--- config.mk ---
export PLATFORM = sky130hd
export DESIGN_NAME = matrix_stream_loader
export DESIGN_NICKNAME = d
export VERILOG_FILES = /design/src/rtl/matrix_stream_loader_pkg.sv /design/src/rtl/matrix_index_counter.sv /design/src/rtl/matrix_stream_loader.sv
export SDC_FILE = /design/constraint.sdc
export NUM_CORES = 1
export LEC_CHECK = 0
export ABC_AREA = 1
export ABC_CLOCK_PERIOD_IN_PS = 4300
export CORE_MARGIN = 1
export CORE_UTILIZATION = 41
export DETAILED_ROUTE_END_ITERATION = 10
export HOLD_SLACK_MARGIN = 0.1
export PLACE_DENSITY = 0.7
export RECOVER_POWER = 100
export SLEW_MARGIN = 10
export SYNTH_ARGS = -nofsm -noshare
export SYNTH_HDL_FRONTEND = slang
export SYNTH_SLANG_ARGS = --single-unit
--- constraint.sdc ---
create_clock -name clk -period 4.3 [get_ports clk]
set_input_delay 0.86 -clock clk [delete_from_list [all_inputs] [get_ports clk]]
set_output_delay 0.86 -clock clk [all_outputs]
set_load 0.1 [all_outputs]
--- src/rtl/matrix_stream_loader_pkg.sv ---
// matrix_stream_loader_pkg: shared defaults and index-width helper for the matrix streaming blocks
package matrix_stream_loader_pkg;

    localparam int DEF_BITLENGTH = 8;
    localparam int DEF_H = 3;
    localparam int DEF_W = 4;

    function automatic int idx_w(input int n);
        return (n > 1) ? $clog2(n) : 1;
    endfunction

endpackage

--- src/rtl/matrix_index_counter.sv ---
// matrix_index_counter: row-major (row, col) position within an H x W matrix
module matrix_index_counter
    import matrix_stream_loader_pkg::*;
#(
    parameter int H = DEF_H,
    parameter int W = DEF_W,
    localparam int RW = idx_w(H),
    localparam int CW = idx_w(W)
) (
    input  logic          clk,
    input  logic          rst_n,
    input  logic          inc,
    input  logic          clr,
    output logic [RW-1:0] row,
    output logic [CW-1:0] col,
    output logic          at_end
);

    logic row_end;
    logic col_end;

    assign row_end = (row == RW'(H - 1));
    assign col_end = (col == CW'(W - 1));
    assign at_end  = row_end && col_end;

    // Column runs fastest and wraps into the next row; clear wins over increment
    always_ff @(posedge clk or negedge rst_n) begin
        if (!rst_n) begin
            row <= '0;
            col <= '0;
        end else if (clr) begin
            row <= '0;
            col <= '0;
        end else if (inc) begin
            col <= col_end ? '0 : col + 1'b1;
            if (col_end)
                row <= row_end ? '0 : row + 1'b1;
        end
    end

endmodule

--- src/rtl/matrix_stream_loader.sv ---
// matrix_stream_loader: assembles a row-major element stream into a packed H x W matrix
module matrix_stream_loader
    import matrix_stream_loader_pkg::*;
#(
    parameter int bitlength = DEF_BITLENGTH,
    parameter int H = DEF_H,
    parameter int W = DEF_W
) (
    input  logic                     clk,
    input  logic                     rst_n,
    input  logic [bitlength-1:0]     in_data,
    input  logic                     in_valid,
    input  logic                     in_last,
    output logic                     in_ready,
    output logic [H*W*bitlength-1:0] MO,
    output logic                     mo_valid,
    input  logic                     mo_ready,
    output logic                     frame_err
);

    typedef enum logic {FILL = 1'b0, HOLD = 1'b1} state_t;

    localparam int RW = idx_w(H);
    localparam int CW = idx_w(W);

    state_t        state;
    logic [RW-1:0] row;
    logic [CW-1:0] col;
    logic          at_end;
    logic          accept;
    logic          clr;
    logic [31:0]   base;

    // in_ready is held low during reset even though the state already reads FILL
    assign in_ready = rst_n && (state == FILL);
    assign accept   = in_valid && in_ready;
    assign clr      = (accept && (at_end || in_last)) || (mo_valid && mo_ready);
    assign base     = (32'(row) * 32'(W) + 32'(col)) * 32'(bitlength);

    matrix_index_counter #(.H(H), .W(W)) u_idx (
        .clk   (clk),
        .rst_n (rst_n),
        .inc   (accept),
        .clr   (clr),
        .row   (row),
        .col   (col),
        .at_end(at_end)
    );

    // Fill/hold FSM: store each accepted element in place, flag frames whose last marker is misplaced
    always_ff @(posedge clk or negedge rst_n) begin
        if (!rst_n) begin
            state     <= FILL;
            MO        <= '0;
            mo_valid  <= 1'b0;
            frame_err <= 1'b0;
        end else begin
            frame_err <= accept && (at_end != in_last);
            if (accept)
                MO[base +: bitlength] <= in_data;
            if (accept && at_end && in_last) begin
                state    <= HOLD;
                mo_valid <= 1'b1;
            end else if (state == HOLD && mo_ready) begin
                state    <= FILL;
                mo_valid <= 1'b0;
            end
        end
    end

endmodule
# Word-level counts from Yosys, hierarchy flattened
# Cells that the tools add are included.
op_classes:
  bitwise_logic: 1
  n_eq_ne: 3
  mux: 10
  addsub: 4
  n_reduce_logical: 14
  shifts: 2
op_table:
  columns: ["cell", "n"]
  rows:
  - ["96-bit bitwise mux", 1]
  - ["8-bit by 34-bit variable shift with 96-bit output, first input constant", 1]
  - ["8-bit by 34-bit variable part select with 96-bit output", 1]
  - ["8-bit negator with 34-bit output", 1]
  - ["2-bit two-way mux", 7]
  - ["1-bit logical AND", 8]
  - ["2-bit nonzero test", 3]
  - ["4-bit by 2-bit adder with 5-bit output", 1]
  - ["2-bit by 1-bit adder with 2-bit output, second input constant", 2]
  - ["2-bit == test, second input constant", 2]
  - ["1-bit logical OR", 2]
  - ["1-bit two-way mux", 2]
  - ["2-bit AND reduction", 1]
  - ["1-bit != test", 1]
  - ["1-bit NOT", 1]
totals:
  reg_bits: 102
  elab_cells: 39
  output_inout_bits: 99

# Longest topological paths before layout
logic_depth:
  depth_word: 7
  ltp_mapped: 13
  ltp_nobuf: 12

# Hierarchy
# Synthesis repeated with hierarchy kept, for this count alone.
unflattened:
  cells_unflattened: 518
  area_unflattened_um2: 4673.2
modules_own_cells:
  columns: ["module", "area_each_um2", "n_inst", "cells_each", "seq_area_each_um2"]
  rows:
  - ["matrix_stream_loader", 4469.3, 1, 493, 2452.4]
  - ["matrix_index_counter", 203.9, 1, 25, 100.1]

# Worst setup path before layout
# No wires, ideal clock.
synth_timing:
  path_type: "register to output"
  from: "reg state"
  to: "out in_ready"
  path_stages_with_launch: 2
  path_slack_ns: 1.262
  arrival_time_ns: 2.178
  t_required_ns: 3.440
  cell_sequence: "dfrtp_1 > nor2_1"
synth_via:
  elab_chain_cells: 2
synth_lines:
  columns: ["item", "line", "source"]
  rows:
  - ["start: declaration", "matrix_stream_loader.sv:26", "state_t state;"]
  - ["start signal: assignment", "matrix_stream_loader.sv:53", "state <= FILL;"]
  - ["start signal: assignment", "matrix_stream_loader.sv:62", "state <= HOLD;"]
  - ["start signal: assignment", "matrix_stream_loader.sv:65", "state <= FILL;"]
  - ["1-bit NOT", "matrix_stream_loader.sv:35", "assign in_ready = rst_n && (state == FILL);"]
  - ["1-bit logical AND", "matrix_stream_loader.sv:35", null]
  - ["end: declaration", "matrix_stream_loader.sv:14", "output logic in_ready,"]
# No other way between the ends.

# Worst setup path after layout
layout_timing:
  from: "in rst_n"
  to: "reg MO[45]"
layout_via:
  elab_chain_cells: 2
layout_lines:
  columns: ["item", "line", "source"]
  rows:
  - ["start: declaration", "matrix_stream_loader.sv:10", "input logic rst_n,"]
  - ["1-bit logical AND", "matrix_stream_loader.sv:35", null]
  - ["1-bit logical AND", "matrix_stream_loader.sv:36", "assign accept = in_valid && in_ready;"]
  - ["end signal: indexed assignment", "matrix_stream_loader.sv:60", "MO[base +: bitlength] <= in_data;"]
  - ["end: declaration", "matrix_stream_loader.sv:15", "output logic [H*W*bitlength-1:0] MO,"]
# No other way between the ends.
# A chain may end at the register's enable or synchronous reset.

==> impl_results.md <==
- CTS Root Cell: clkbuf_16
- Power per cell area: 614 nW/um2
- Mux share of post-synthesis cell area: 0%
- Finished Cell Area: 6220 um2
- Final Util: 56.1%
- CP Launch Type: primary input
- Fmax achieved: 305 MHz
- Synth top cells by count: nand2_1, dfrtp_1, inv_1
- Layout Nets: 725
- Seq cells post-synth: 102
- Storage cell area: 2550 um2
- Simple-Gate Fraction of Synth Area: 33.5%
- DRT Pass-1 Iters: 4
- I/O pins: 112
- Setup TNS: 0 ns
- Die ar.: 12000 um2
- Synth top area cells: dfrtp_1, nand2_1, o21ai_0
- Worst r2r dst: MO[45]
- Largest family of logic cells by synthesized area: simple AND/OR/NAND/NOR gates
- Vias in the first global route: 4025
- Clock insertion delay at the later pin of the skew report: 0.34 ns
- Layout fillers: 1062
- Cell with the most instances after synthesis: nand2_1
- Post-Syn Instances: 592
- Starting Density: 42.9%
- Lkg Pwr: 0.00367 uW
- Synth Area in Compound Gates: 5.26%
- Routed WL per cell: 14.6 um
- Total grt overflow: 0
- Sequential fraction of the synthesis area: 53.7%
- Register-to-register setup slack: 1.27 ns
- Synth Cell Area: 4760 um2
- CTS tree: yes
- Initial antenna violation count: 0
- PortBufs: 111
- Synth area leader: dfrtp_1
- Worst setup path endpoint: MO[45]
- Worst r2r src: u_idx.col[0]
- Placed cell area: 5980 um2
- Hold Fails Final Rpt: 0
- RSZ-0062 raised after global routing: no
- Post-CTS setup buffer count: 0
- Kind of critical path: primary input to register
- Hold_buf cts: 0
- Worst reg2reg path depth: 11
- Pin slew with the least headroom to its limit: 1.10 ns
- Synth top area share: 53.7%
- Die Span X: 110 um
- Layout area overhead: 30.7%
- Largest net degree at the start of global routing: 85
- CP required: 4.53 ns
- Status: finished, final reports clean
- H-tree depth: 3
- Final worst path period share: 76.2%
- Total clock buffers created by CTS: 9
- GRT Resource Usage Total: 22.1%
- Routed Antenna Nets: 0
- Worst-case clock buffer depth: 2
- Multi-input combinational cell area: 1890 um2
- Yosys cell types: 27
- Top FF cell, synth: dfrtp_1
- Total clock sinks: 102
- Vias post-DR: 4141
- Fin crit period: 3.28 ns
- Gpl congestion: 0.885
- Post-DR vias/cell: 4.88
- Reg clk slew, reported paths: 0.07 ns
- Post-synthesis adder-cell area fraction: 1.84%
- Slew margin rel.: 27.0%
- DRC: 0
- Syn_area_per_cell: 8.03 um2
- Final setup viols: 0
- Share of cells above drive strength 1: 5.22%
- FFs w/ async S/R, synth: 100%
- Number of diodes: 0
- Die Span Y: 110 um
- Crit path arrival time: 3.51 ns
- Critical path fanouts, max: 21
- Wirelength, routed: 12400 um
- Worst hold path type: register to register
- Post-CTS resize count: 0
- First-pass GRT wire length: 20100 um
- Max_cap viols: 0
- Worst Setup End Kind: register
- Syn. warnings: 0
- Initial DRC count: 258
- Worst setup startpoint: rst_n
- Row count: 38
- Synthesized net count: 612
- Clock Skew: 0.00645 ns
- VDD IR max: 455 uV
- DPL Wire Length: 9250 um
- Core footprint: 11100 um2
- Post-synth EDFFs: 0
- Max-slew violation count: 0
- Synth Area in XOR/XNOR: 0%
## worst max-delay path: stages
cell and delay (ns):
clkbuf_1 0.79, nand3_2 0.54, nor2_1 0.44, nand3_4 0.29, inv_1 0.19, nand2_1 0.21
nand2_1 0.12, nand2_1 0.05
## sequential cells by signal, indices dropped and copies added (netlist names)
| signal | flops |
|---|---|
| MO | 96 |
| u_idx.col | 2 |
| u_idx.row | 2 |
| frame_err | 1 |
| state | 1 |
## cells by family after synthesis
| family | Yosys count |
|---|---|
| AOI/OAI and AO/OA | 50 |
| DFF | 102 |
| adders and majority gates | 7 |
| and+or+nand+nor | 367 |
| buffers and inverters | 66 |
## layout by cell type, fill, tap and decap left out, types with 2 or more instances in the layout
| cell type | count |
|---|---|
| nand2_2 | 6 |
| nand4_1 | 2 |
| nor3_1 | 17 |
| dlygate4sd3_1 | 98 |
| inv_1 | 54 |
| nor2_1 | 46 |
| o21ai_0 | 46 |
| dfrtp_1 | 102 |
| nand3_1 | 16 |
| nor2_8 | 2 |
| inv_2 | 2 |
| buf_4 | 2 |
| clkbuf_1 | 2 |
| clkdlybuf4s50_1 | 11 |
| nand2_1 | 267 |
| nand3_2 | 3 |
| clkinvlp_4 | 2 |
| clkbuf_16 | 9 |
| nor2_2 | 3 |
| ha_1 | 7 |
| o21ai_1 | 3 |
## power by group
| group | total [uW] | internal, uW | switching (uW) |
|---|---|---|---|
| Clock | 762 | 409 | 353 |
| Sequential | 1190 | 1100 | 89.5 |
| Combinational | 1870 | 330 | 1540 |
## final cells by class
cell class,instances,share of cell area (%)
Tap cell,140,2.82
Clock inverter,4,0.523
Clock buffer,11,3.90
Timing Repair Buffer,112,17.9
Sequential cell,102,41.1
Inverter,56,3.38
Multi-Input combinational cell,424,30.5
## worst min path at each step
| stage | from | endpoint | slack, ns | depth (start not counted) |
|---|---|---|---|---|
| finish | MO[90] | MO[90] | 0.47 | 2 |
| global route | MO[47] | MO[47] | 0.49 | 2 |
| CTS | rst_n | MO[92] | 0.40 | 1 |
| detailed placement | MO[58] | MO[58] | 0.46 | 2 |
| global placement | MO[46] | MO[46] | 0.46 | 2 |
| floorplan | rst_n | MO[0] | 0.56 | 0 |
## metrics by stage
stage | worst slack [ns] | hold slack (ns) | cells | power [uW]
5_1_grt | 0.568 | 0.486 | 849 | 3990
4_1_cts | 1.43 | 0.395 | 849 | 3900
2_1_floorplan | 1.26 | 0.564 | 592 | 2680
3_5_place_dp | 1.42 | 0.458 | 834 | 3140
3_3_place_gp | 1.49 | 0.459 | 834 | 3110
6_report | 1.02 | 0.468 | 849 | 3820
## routing by layer
layer / routed length, um / GRT usage, % / vias to the layer above
li1: - / - / 2065
met1: 5620 / 30.1 / 1935
met2: 5960 / 35.5 / 120
met3: 499 / 3.44 / 21
met4: 301 / 8.10 / 0
met5: 0 / 0 / -
Note: power is estimated with default switching activity, not from simulation.
